--- src/rtl/fp_add_subt_pkg.sv ---
// ============================================================================
// Module      : fp_add_subt_pkg
// Description : Shared state encoding and constants for the FP add/sub unit.
// Revision    : 1.0 - initial release
// ============================================================================
`default_nettype none

package fp_add_subt_pkg;

  typedef enum logic [2:0] {
    ST_IDLE  = 3'd0,
    ST_ALIGN = 3'd1,
    ST_ADD   = 3'd2,
    ST_NORM  = 3'd3,
    ST_ROUND = 3'd4,
    ST_DONE  = 3'd5
  } state_t;

  localparam int GRS_W = 3;

  localparam logic [31:0] QNAN_32 = 32'h7FC0_0000;
  localparam logic [63:0] QNAN_64 = 64'h7FF8_0000_0000_0000;

  function automatic int exp_bias(input int e);
    return (1 << (e - 1)) - 1;
  endfunction

endpackage

`default_nettype wire

--- src/rtl/fp_add_subt_if.sv ---
// ============================================================================
// Module      : fp_add_subt_if
// Description : Start/acknowledge handshake between the CORDIC sequencer and
//               the floating-point add/subtract unit.
// Revision    : 1.0 - initial release
// ============================================================================
`default_nettype none

interface fp_add_subt_if #(
  parameter int W = 32
);
  import fp_add_subt_pkg::*;

  logic         beg_add_subt;
  logic         ack_add_subt;
  logic         op_add_subt;
  logic [W-1:0] add_subt_dataA;
  logic [W-1:0] add_subt_dataB;
  logic         ready_add_subt;
  logic [W-1:0] result_add_subt;

  modport master (
    output beg_add_subt, ack_add_subt, op_add_subt, add_subt_dataA, add_subt_dataB,
    input  ready_add_subt, result_add_subt
  );

  modport slave (
    input  beg_add_subt, ack_add_subt, op_add_subt, add_subt_dataA, add_subt_dataB,
    output ready_add_subt, result_add_subt
  );

endinterface

`default_nettype wire

--- src/rtl/fp_add_subt_unit_lzc.sv ---
// ============================================================================
// Module      : leading_zero_counter
// Description : Combinational leading-zero count; an all-zero input gives WIDTH.
// Revision    : 1.0 - initial release
// ============================================================================
`default_nettype none

module leading_zero_counter #(
  parameter int WIDTH = 28,
  parameter int CW    = $clog2(WIDTH)
) (
  input  wire logic [WIDTH-1:0] value,
  output logic      [CW-1:0]    count
);

  // Scanning upward lets the highest set bit make the final assignment.
  always_comb begin
    count = CW'(WIDTH);
    for (int i = 0; i < WIDTH; i++) begin
      if (value[i]) count = CW'(WIDTH - 1 - i);
    end
  end

endmodule

`default_nettype wire

--- src/rtl/fp_add_subt_unit.sv ---
// ============================================================================
// Module      : fp_add_subt_unit
// Description : Multi-cycle IEEE-754 adder/subtractor, round-to-nearest-even,
//               denormals flushed to zero, result held until acknowledged.
// Revision    : 1.0 - initial release
// ============================================================================
`default_nettype none

module fp_add_subt_unit
  import fp_add_subt_pkg::*;
#(
  parameter int W = 32,
  parameter int E = 8
) (
  input wire logic     clk,
  input wire logic     rst,
  fp_add_subt_if.slave bus
);

  localparam int M  = W - E - 1;
  localparam int MW = M + 1 + GRS_W;
  localparam int SW = MW + 1;
  localparam int XW = E + 2;
  localparam int CW = $clog2(SW);

  localparam logic [W-1:0]         c_qnan    = (W == 64) ? W'(QNAN_64) : W'(QNAN_32);
  localparam logic signed [XW-1:0] c_exp_max = XW'((1 << E) - 1);

  state_t                r_state;
  logic [W-1:0]          r_a, r_b, r_rounded, r_result;
  logic                  r_op, r_ready;
  logic                  r_sign, r_eff_sub, r_special, r_zero;
  logic [E-1:0]          r_exp;
  logic [MW-1:0]         r_mant_big, r_mant_small, r_norm_mant;
  logic [SW-1:0]         r_sum;
  logic signed [XW-1:0]  r_norm_exp;

  // ---------------- unpack / align ----------------
  logic [E-1:0]   w_exp_a, w_exp_b, w_exp_big, w_exp_small, w_diff;
  logic [M:0]     w_sig_a, w_sig_b, w_sig_big, w_sig_small;
  logic           w_sign_a, w_sign_b, w_sign_big, w_a_big;
  logic [MW-1:0]  w_ext_small, w_aligned;
  logic [2*MW-1:0] w_shift_full;

  always_comb begin
    w_exp_a  = r_a[W-2:M];
    w_exp_b  = r_b[W-2:M];
    w_sign_a = r_a[W-1];
    w_sign_b = r_b[W-1] ^ r_op;
    w_sig_a  = (w_exp_a == '0) ? '0 : {1'b1, r_a[M-1:0]};
    w_sig_b  = (w_exp_b == '0) ? '0 : {1'b1, r_b[M-1:0]};
    w_a_big  = {w_exp_a, w_sig_a} >= {w_exp_b, w_sig_b};

    w_sign_big  = w_a_big ? w_sign_a : w_sign_b;
    w_exp_big   = w_a_big ? w_exp_a  : w_exp_b;
    w_exp_small = w_a_big ? w_exp_b  : w_exp_a;
    w_sig_big   = w_a_big ? w_sig_a  : w_sig_b;
    w_sig_small = w_a_big ? w_sig_b  : w_sig_a;
    w_diff      = w_exp_big - w_exp_small;

    w_ext_small  = {w_sig_small, {GRS_W{1'b0}}};
    w_shift_full = {w_ext_small, {MW{1'b0}}} >> w_diff;
    if (w_diff >= E'(M + 3)) begin
      w_aligned = {{(MW-1){1'b0}}, |w_sig_small};
    end else begin
      w_aligned = {w_shift_full[2*MW-1:MW+1], w_shift_full[MW] | (|w_shift_full[MW-1:0])};
    end
  end

  // ---------------- normalise ----------------
  logic [CW-1:0]        w_lzc, w_lshift;
  logic signed [XW-1:0] w_exp_big_s, w_exp_norm;
  logic [MW-1:0]        w_mant_norm;

  leading_zero_counter #(.WIDTH(SW), .CW(CW)) u_lzc (
    .value (r_sum),
    .count (w_lzc)
  );

  always_comb begin
    w_exp_big_s = $signed({2'b00, r_exp});
    w_lshift    = w_lzc - CW'(1);
    if (r_sum[SW-1]) begin
      // Carry-out: keep the dropped LSB alive in sticky.
      w_mant_norm = {r_sum[SW-1:2], r_sum[1] | r_sum[0]};
      w_exp_norm  = w_exp_big_s + $signed(XW'(1));
    end else begin
      w_mant_norm = r_sum[MW-1:0] << w_lshift;
      w_exp_norm  = w_exp_big_s - $signed({{(XW-CW){1'b0}}, w_lshift});
    end
  end

  // ---------------- round ----------------
  logic                 w_round_up;
  logic [M+1:0]         w_rounded;
  logic signed [XW-1:0] w_exp_round;
  logic [M-1:0]         w_frac;
  logic [W-1:0]         w_round_result;

  always_comb begin
    w_round_up  = r_norm_mant[2] & (r_norm_mant[1] | r_norm_mant[0] | r_norm_mant[3]);
    w_rounded   = {1'b0, r_norm_mant[MW-1:GRS_W]} + (M+2)'(w_round_up);
    w_exp_round = r_norm_exp + $signed({{(XW-1){1'b0}}, w_rounded[M+1]});
    w_frac      = w_rounded[M+1] ? w_rounded[M:1] : w_rounded[M-1:0];
    if (r_special) begin
      w_round_result = c_qnan;
    end else if (r_zero) begin
      w_round_result = '0;
    end else if (w_exp_round >= c_exp_max) begin
      w_round_result = {r_sign, {E{1'b1}}, {M{1'b0}}};
    end else begin
      w_round_result = {r_sign, w_exp_round[E-1:0], w_frac};
    end
  end

  // ---------------- control and pipeline registers ----------------
  always_ff @(posedge clk or posedge rst) begin
    if (rst) begin
      r_state      <= ST_IDLE;
      r_a          <= '0;
      r_b          <= '0;
      r_op         <= 1'b0;
      r_sign       <= 1'b0;
      r_eff_sub    <= 1'b0;
      r_special    <= 1'b0;
      r_zero       <= 1'b0;
      r_exp        <= '0;
      r_mant_big   <= '0;
      r_mant_small <= '0;
      r_sum        <= '0;
      r_norm_mant  <= '0;
      r_norm_exp   <= '0;
      r_rounded    <= '0;
      r_result     <= '0;
      r_ready      <= 1'b0;
    end else begin
      case (r_state)
        ST_IDLE: begin
          if (bus.beg_add_subt) begin
            r_a     <= bus.add_subt_dataA;
            r_b     <= bus.add_subt_dataB;
            r_op    <= bus.op_add_subt;
            r_state <= ST_ALIGN;
          end
        end
        ST_ALIGN: begin
          r_sign       <= w_sign_big;
          r_exp        <= w_exp_big;
          r_mant_big   <= {w_sig_big, {GRS_W{1'b0}}};
          r_mant_small <= w_aligned;
          r_eff_sub    <= w_sign_a ^ w_sign_b;
          r_special    <= (&w_exp_a) | (&w_exp_b);
          r_state      <= ST_ADD;
        end
        ST_ADD: begin
          r_sum   <= r_eff_sub ? ({1'b0, r_mant_big} - {1'b0, r_mant_small})
                               : ({1'b0, r_mant_big} + {1'b0, r_mant_small});
          r_state <= ST_NORM;
        end
        ST_NORM: begin
          r_norm_mant <= w_mant_norm;
          r_norm_exp  <= w_exp_norm;
          r_zero      <= (r_sum == '0) || w_exp_norm[XW-1] || (w_exp_norm == '0);
          r_state     <= ST_ROUND;
        end
        ST_ROUND: begin
          r_rounded <= w_round_result;
          r_state   <= ST_DONE;
        end
        ST_DONE: begin
          // The first DONE edge publishes the result; ack counts once it is visible.
          if (!r_ready) begin
            r_ready  <= 1'b1;
            r_result <= r_rounded;
          end else if (bus.ack_add_subt) begin
            r_ready <= 1'b0;
            r_state <= ST_IDLE;
          end
        end
        default: r_state <= ST_IDLE;
      endcase
    end
  end

  assign bus.ready_add_subt  = r_ready;
  assign bus.result_add_subt = r_result;

endmodule

`default_nettype wire
--- src/flat_wrapper.sv ---
// flat-port wrapper written by rule: the top's interface ports become plain ports
module fp_add_subt_unit_flat import fp_add_subt_pkg::*;
#(
  parameter int W = 32,
  parameter int E = 8
)
  (clk, rst, bus_beg_add_subt, bus_ack_add_subt, bus_op_add_subt, bus_add_subt_dataA, bus_add_subt_dataB, bus_ready_add_subt, bus_result_add_subt);
  fp_add_subt_if #(.W(W)) bus_i ();
  input wire logic clk;
  input wire logic rst;
  input wire logic [$bits(bus_i.beg_add_subt)-1:0] bus_beg_add_subt;
  input wire logic [$bits(bus_i.ack_add_subt)-1:0] bus_ack_add_subt;
  input wire logic [$bits(bus_i.op_add_subt)-1:0] bus_op_add_subt;
  input wire logic [$bits(bus_i.add_subt_dataA)-1:0] bus_add_subt_dataA;
  input wire logic [$bits(bus_i.add_subt_dataB)-1:0] bus_add_subt_dataB;
  output wire logic [$bits(bus_i.ready_add_subt)-1:0] bus_ready_add_subt;
  output wire logic [$bits(bus_i.result_add_subt)-1:0] bus_result_add_subt;
  assign bus_i.beg_add_subt = bus_beg_add_subt;
  assign bus_i.ack_add_subt = bus_ack_add_subt;
  assign bus_i.op_add_subt = bus_op_add_subt;
  assign bus_i.add_subt_dataA = bus_add_subt_dataA;
  assign bus_i.add_subt_dataB = bus_add_subt_dataB;
  assign bus_ready_add_subt = bus_i.ready_add_subt;
  assign bus_result_add_subt = bus_i.result_add_subt;
  fp_add_subt_unit #(.W(W), .E(E)) u_core (.clk(clk), .rst(rst), .bus(bus_i));
endmodule
--- config.mk ---
export PLATFORM = sky130hd
export DESIGN_NAME = fp_add_subt_unit_flat
export DESIGN_NICKNAME = d
export VERILOG_FILES = /design/src/rtl/fp_add_subt_pkg.sv /design/src/rtl/fp_add_subt_if.sv /design/src/rtl/fp_add_subt_unit_lzc.sv /design/src/rtl/fp_add_subt_unit.sv /design/src/flat_wrapper.sv
export SDC_FILE = /design/constraint.sdc
export NUM_CORES = 1
export LEC_CHECK = 0
export BUFFER_PORTS_ARGS = -buffer_cell sky130_fd_sc_hd__clkbuf_2
export CAP_MARGIN = 20
export CORE_MARGIN = 3
export CORE_UTILIZATION = 61
export CTS_CLUSTER_SIZE = 40
export DETAILED_ROUTE_END_ITERATION = 7
export GPL_TIMING_DRIVEN = 0
export PLACE_DENSITY = 0.8
export SLEW_MARGIN = 20
export SYNTH_ARGS = -nofsm -noshare
export SYNTH_HDL_FRONTEND = slang
export SYNTH_HIERARCHICAL = 1
export SYNTH_SLANG_ARGS = --single-unit
--- constraint.sdc ---
create_clock -name clk -period 8.3 [get_ports clk]
set_input_delay 0.415 -clock clk [delete_from_list [all_inputs] [get_ports clk]]
set_output_delay 0.415 -clock clk [all_outputs]
set_load 0.1 [all_outputs]
Yosys cells after proc, flatten, opt, wreduce, memory -nomap -nowiden
Cells that the tools add are included.
W data, S select, Z words.
{ "op_classes": {"n_bitwise": 9, "magnitude_cmp": 3, "eq_ne": 8, "n_shift": 2, "mul": 0, "n_div": 0, "add_sub_neg": 8, "reduce_logical": 14, "muxes": 49} }
{ "ops": {"columns": ["op", "n"], "rows": [
  ["$mux W5", 27],
  ["$mux W24", 4],
  ["$mux W32", 2],
  ["$mux W27", 2],
  ["$shr A54 B8 Y54", 1],
  ["$ge A32 B32 Y1", 1],
  ["$mux W31", 1],
  ["$add A27 B27 Y28", 1],
  ["$logic_not A28 Y1", 1],
  ["$mux W28", 1],
  ["$sub A27 B27 Y28", 1],
  ["$reduce_or A27 Y1", 1],
  ["$shl A27 B5 Y27", 1],
  ["$add A24 B1 Y25", 1],
  ["$reduce_or A24 Y1", 1],
  ["$mux W23", 1],
  ["$pmux W3 S6", 1],
  ["$logic_not A8 Y1", 2],
  ["$mux W8", 2],
  ["$reduce_and A8 Y1", 2],
  ["$mux W3", 4],
  ["$add A10 B2 Y10", 1],
  ["$ge A10 B9 Y1 const B", 1],
  ["$logic_not A10 Y1", 1],
  ["20 further kinds", 32]
]} }
{ "totals": {"out_inout_bits": 33, "memories": 0, "regBits": 261, "latchBits": 0, "mem_bits_ro": 0, "in_bits": 69, "ramBits": 0} }

Longest topological paths before layout
{ "logic_depth": {"word_depth": 33, "mapped_depth": 30, "depth_no_buf": 23} }

By module
Netlist, hierarchy kept.
{ "by_module_without_submodules": {"columns": ["mod", "instances", "cells_each", "area_per_inst_um2", "seq_area_each_um2"], "rows": [
  ["fp_add_subt_unit", 1, 2151, 18539.0, 6531.3],
  ["leading_zero_counter", 1, 60, 336.6, 0.0]
]} }

Least setup slack after synthesis
No wires, ideal clock.
{ "synth_path": {"path_kind": "reg2reg", "from": "register u_core.r_a[27]", "to": "register u_core.r_mant_small[0]", "arrival_time_ps": 6085, "period_less_slack_ps": 6215, "setup_time_ps": 130, "stages_incl_launch_ff": 29, "slack_ps": 2085, "path_cell_list": "dfrtp_1 nor4_1 and2_1 inv_1 clkbuf_1 clkbuf_1 and2_1 ha_1 a21o_1 a211oi_2 nand2_2 o311a_4 buf_4 nor2_1 buf_2 buf_1 nor2_1 a22oi_1 ha_1 clkbuf_1 inv_1 clkbuf_1 clkbuf_1 mux4_2 a22oi_1 nand4_1 o31ai_2 a22o_1 a31oi_1"} }
{ "synth_between": {"elab_chain_len": 9, "word_cells_on_any_way": 13} }
{ "synth_lines": {"columns": ["element", "line", "source"], "rows": [
  ["start: declaration", "fp_add_subt_unit.sv:30", "logic [W-1:0] r_a, r_b, r_rounded, r_result;"],
  ["start signal: assignment", "fp_add_subt_unit.sv:140", "r_a <= bus.add_subt_dataA;"],
  ["$logic_not A8 Y1", "fp_add_subt_unit.sv:50", "w_sig_a = (w_exp_a == '0) ? '0 : {1'b1, r_a[M-1:0]};"],
  ["$mux W24", "fp_add_subt_unit.sv:50", null],
  ["$ge A32 B32 Y1", "fp_add_subt_unit.sv:52", "w_a_big = {w_exp_a, w_sig_a} >= {w_exp_b, w_sig_b};"],
  ["$mux W8 (on tied branches)", "fp_add_subt_unit.sv:55, fp_add_subt_unit.sv:56", null],
  ["$sub A8 B8 Y8", "fp_add_subt_unit.sv:59", "w_diff = w_exp_big - w_exp_small;"],
  ["$shr A54 B8 Y54", "fp_add_subt_unit.sv:62", "w_shift_full = {w_ext_small, {MW{1'b0}}} >> w_diff;"],
  ["$reduce_or A27 Y1", "fp_add_subt_unit.sv:66", "w_aligned = {w_shift_full[2*MW-1:MW+1], w_shift_full[MW] | (|w_shift_full[MW-1:0])};"],
  ["$or A1 B1 Y1", "fp_add_subt_unit.sv:66", null],
  ["$mux W27 (*)", "fp_add_subt_unit.sv:63", "if (w_diff >= E'(M + 3)) begin"],
  ["end signal: assignment", "fp_add_subt_unit.sv:150", "r_mant_small <= w_aligned;"],
  ["end: declaration", "fp_add_subt_unit.sv:34", "logic [MW-1:0] r_mant_big, r_mant_small, r_norm_mant;"]
]} }
Mark *: on every way between the ends. The rest lies on a longest branch, timed or not.
A chain may end at the register's enable or synchronous reset.

Worst setup path in the final report
Same ends and word-level chain as after synthesis.

==> run_results.csv <==
group,metric,value,unit
status,run_status,"complete, no violations",
placement,dpl.hpwl,47600,um
clock_tree,clock_sinks,261,
drt,detailroute.via_count,18201,
timing,setup_repair_after_global_routing_missed_its_margin,"false",
synth,yosys_register_bits,261,
setup_path,regToRegStartpoint,"u_core/r_a[27]",
final_layout,final_nets,2508,
setup_path,critPathMaxStageDelay,580,ps
timing,timing.max_slew.rel_slack,35.5,%
placement,setup_ws_pre_cts,-360,ps
final_layout,drive_above_1_share,14.6,%
drt,finalWirelength,62300,um
synth,synth.largest_area_cell,"sky130_fd_sc_hd__dfrtp_1",
synth,yosysWarnings,6,
drt,post_drt_via_cell_ratio,6.60,
synth,yosys.area.top_type_share,34.6,%
final_layout,layout.cells.most_common,"sky130_fd_sc_hd__nand2_1",
clock_tree,ctsLongestPathBuffers,3,
synth,syn-num-nets,2374,
timing,period_minus_slack,7690,ps
global_route,first_global_vias,18330,
die,placement_rows,63,
synth,ys.flop_type,"sky130_fd_sc_hd__dfrtp_1",
drt,number_of_routed_nets_with_antenna_violations,0,
global_route,global_route_wire_length_before_repair,98400,um
clock_tree,cts-root-buf,"sky130_fd_sc_hd__clkbuf_16",
timing,final-setup-viol-count,0,
timing,timing.final.crit_share,92.7,%
setup_path,worst_setup_path_class,"reg -> reg",
timing,tightest_slew,960,ps
clock_tree,insertion_delay,550,ps
final_layout,layout-area-overhead-vs-synth,11.0,%
setup_path,crit_path_slowest_cell,"sky130_fd_sc_hd__a2111oi_0",
hold_path,hold_crit_class,"in -> reg",
timing,maxClockFrequency,130,MHz
placement,gpl.final_weighted_congestion,1.03,
setup_path,timing.reg2reg.worst_path_depth,26,
synth,synth_enable_flop_cells,0,
synth,synthDistinctLibCells,95,
synth,seq_total_area_yosys,34.6,%
setup_path,worst-endpoint-required,8720,ps
global_route,grt.overflow.total,0,
die,die_w,182,um
hold_path,min_from,"bus_add_subt_dataB[26]",
global_route,antenna_violations_before_repair,0,
setup_path,timing.critical_path.from_type,"flip-flop",
final_layout,antenna_cells_inserted,0,
clock_tree,tritoncts,"built",
die,floorplan.initialDensity,62.9,%
hold_path,worst_hold_path.endpoint,"u_core/r_b[26]",
timing,timing_hold_violations_final,0,
timing,slew_viol_final,0,
run,maxCapViolCount,0,
setup_path,regToRegEndpoint,"u_core/r_mant_small[0]",
global_route,grt_max_degree,107,
drt,post_drt_wl_per_cell,22.6,um
die,floorplan.core_area,30000,um2
synth,async_reset_ff_share,100,%
synth,synth.top_cells.by_area,"sky130_fd_sc_hd__dfrtp_1 (35%), sky130_fd_sc_hd__mux2_2 (7.0%), sky130_fd_sc_hd__nand2_1 (6.1%)",
die,die_h,182,um
hold_path,hold-path-cell-count,3,
setup_path,worstSetupEndpointType,"flip-flop",
die,die_area,33100,um2
setup_path,crit_arrival,8120,ps
timing,setup_ws,605,ps
timing,worst_clock_skew,11.9,ps
synth,synth.cell_area,18900,um2
drt,firstDrtPassIters,6,
synth,post_synth_inst_count,2211,
setup_path,reg2reg_slack,610,ps
die,ios,102,
synth,postSynthAreaPerCell,8.54,um2
drt,drc,0,
placement,port_buffers,101,
global_route,grt_usage,37.0,%
clock_tree,cts-buffers-inserted,29,
clock_tree,path_clk_slew,60,ps
setup_path,cp_most_frequent_cell,"sky130_fd_sc_hd__clkbuf_1",
setup_path,worst-path-max-fanout,19,
clock_tree,htreeDepth,1,
final_layout,mostFrequentLayoutCells,"sky130_fd_sc_hd__nand2_1 (308), sky130_fd_sc_hd__dfrtp_1 (261), sky130_fd_sc_hd__o21ai_0 (230)",
drt,drtIter0Drc,1871,
Yosys cell counts, types with 49 or more instances:
library cell,n
sky130_fd_sc_hd__clkbuf_1,102
sky130_fd_sc_hd__ha_1,92
sky130_fd_sc_hd__nand2_1,308
sky130_fd_sc_hd__nand3_1,51
sky130_fd_sc_hd__mux2_2,118
sky130_fd_sc_hd__xnor2_1,49
sky130_fd_sc_hd__nor2_1,174
sky130_fd_sc_hd__o21ai_0,230
sky130_fd_sc_hd__a21oi_1,156
sky130_fd_sc_hd__mux2i_1,59
sky130_fd_sc_hd__inv_1,86
sky130_fd_sc_hd__dfrtp_1,261
timing repair:
item                       CTS  global route
pin swaps                    0             0
resized for setup            3             5
hold buffers                 1             0
setup endpoints to repair    1            19
hold endpoints to repair    68             0
setup buffers                0             0
state kept, by name, indices dropped and copies added (netlist names), 3 cells and up:
register and count:
u_core/r_sum 28, u_core/r_mant_small 27, u_core/r_rounded 32, u_core/r_b 32, u_core/r_a 32, u_core/r_norm_exp 10
u_core/r_state 3, u_core/r_exp 8, u_core/r_norm_mant 27, u_core/r_mant_big 24, u_core/bus.result_add_subt 32
metal layers:
layer | GRT usage [%] | wire, um
met5 | 0 | 0
met4 | 25.0 | 5060
met3 | 5.35 | 4330
met2 | 64.5 | 30400
met1 | 41.9 | 22400
worst max-delay path by stage:
stage              startpoint                              to  slack [ps]  cells past startpoint
6_report       u_core/r_a[27]          u_core/r_mant_small[0]         610                     26
5_1_grt        u_core/r_a[27]          u_core/r_mant_small[0]          90                     26
4_1_cts        u_core/r_b[23]          u_core/r_mant_small[0]          90                     24
3_5_place_dp   u_core/r_b[23]          u_core/r_mant_small[0]        -360                     25
3_3_place_gp              rst  u_core/bus.result_add_subt[15]       -1480                      2
2_1_floorplan             rst       u_core/bus.ready_add_subt         700                      1
stage by stage:
stage	hold slack [ps]	util, %	instance area, um2	std cells	setup TNS (ps)
after detailed placement	469	66.4	20000	2705	-360
final	76.6	69.8	21000	2756	0
after global placement	458	66.2	19900	2702	-371470
after global routing	81.0	69.8	21000	2756	0
after floorplan	433	-	18900	2211	0
after CTS	60.7	69.8	21000	2757	0
worst max-delay path, delay by kind of cell, from the launching register on:
family	cells	cell delay [ps]
flops	1	470
compound gates	9	2190
simple gates	6	1440
mux	1	400
buf+inv	8	2300
fa+ha+maj	2	750
layout make-up:
class | instances | area [um2]
Multi-Input combinational cell | 1727 | 11500
Fill cell | 2355 | 9080
Sequential cell | 261 | 6530
Clock buffer | 38 | 779
Timing Repair Buffer | 105 | 578
Buffer | 133 | 547
Tap cell | 390 | 488
Inverter | 88 | 338
Clock inverter | 14 | 206
cells by family (layout without fill, tap and decap cells):
family          after synthesis  count (layout)  synth area share, %
buf+inv                     223             378                 4.65
compound gates              631             631                 21.0
mux                         193             193                 12.1
xor+xnor                     66              66                 3.14
simple gates                743             743                 18.2
flops                       261             261                 34.6
fa+ha+maj                    94              94                 6.31
Power is not shown: default switching activity piles up to over one toggle a cycle in this logic, so the estimate is an artifact.
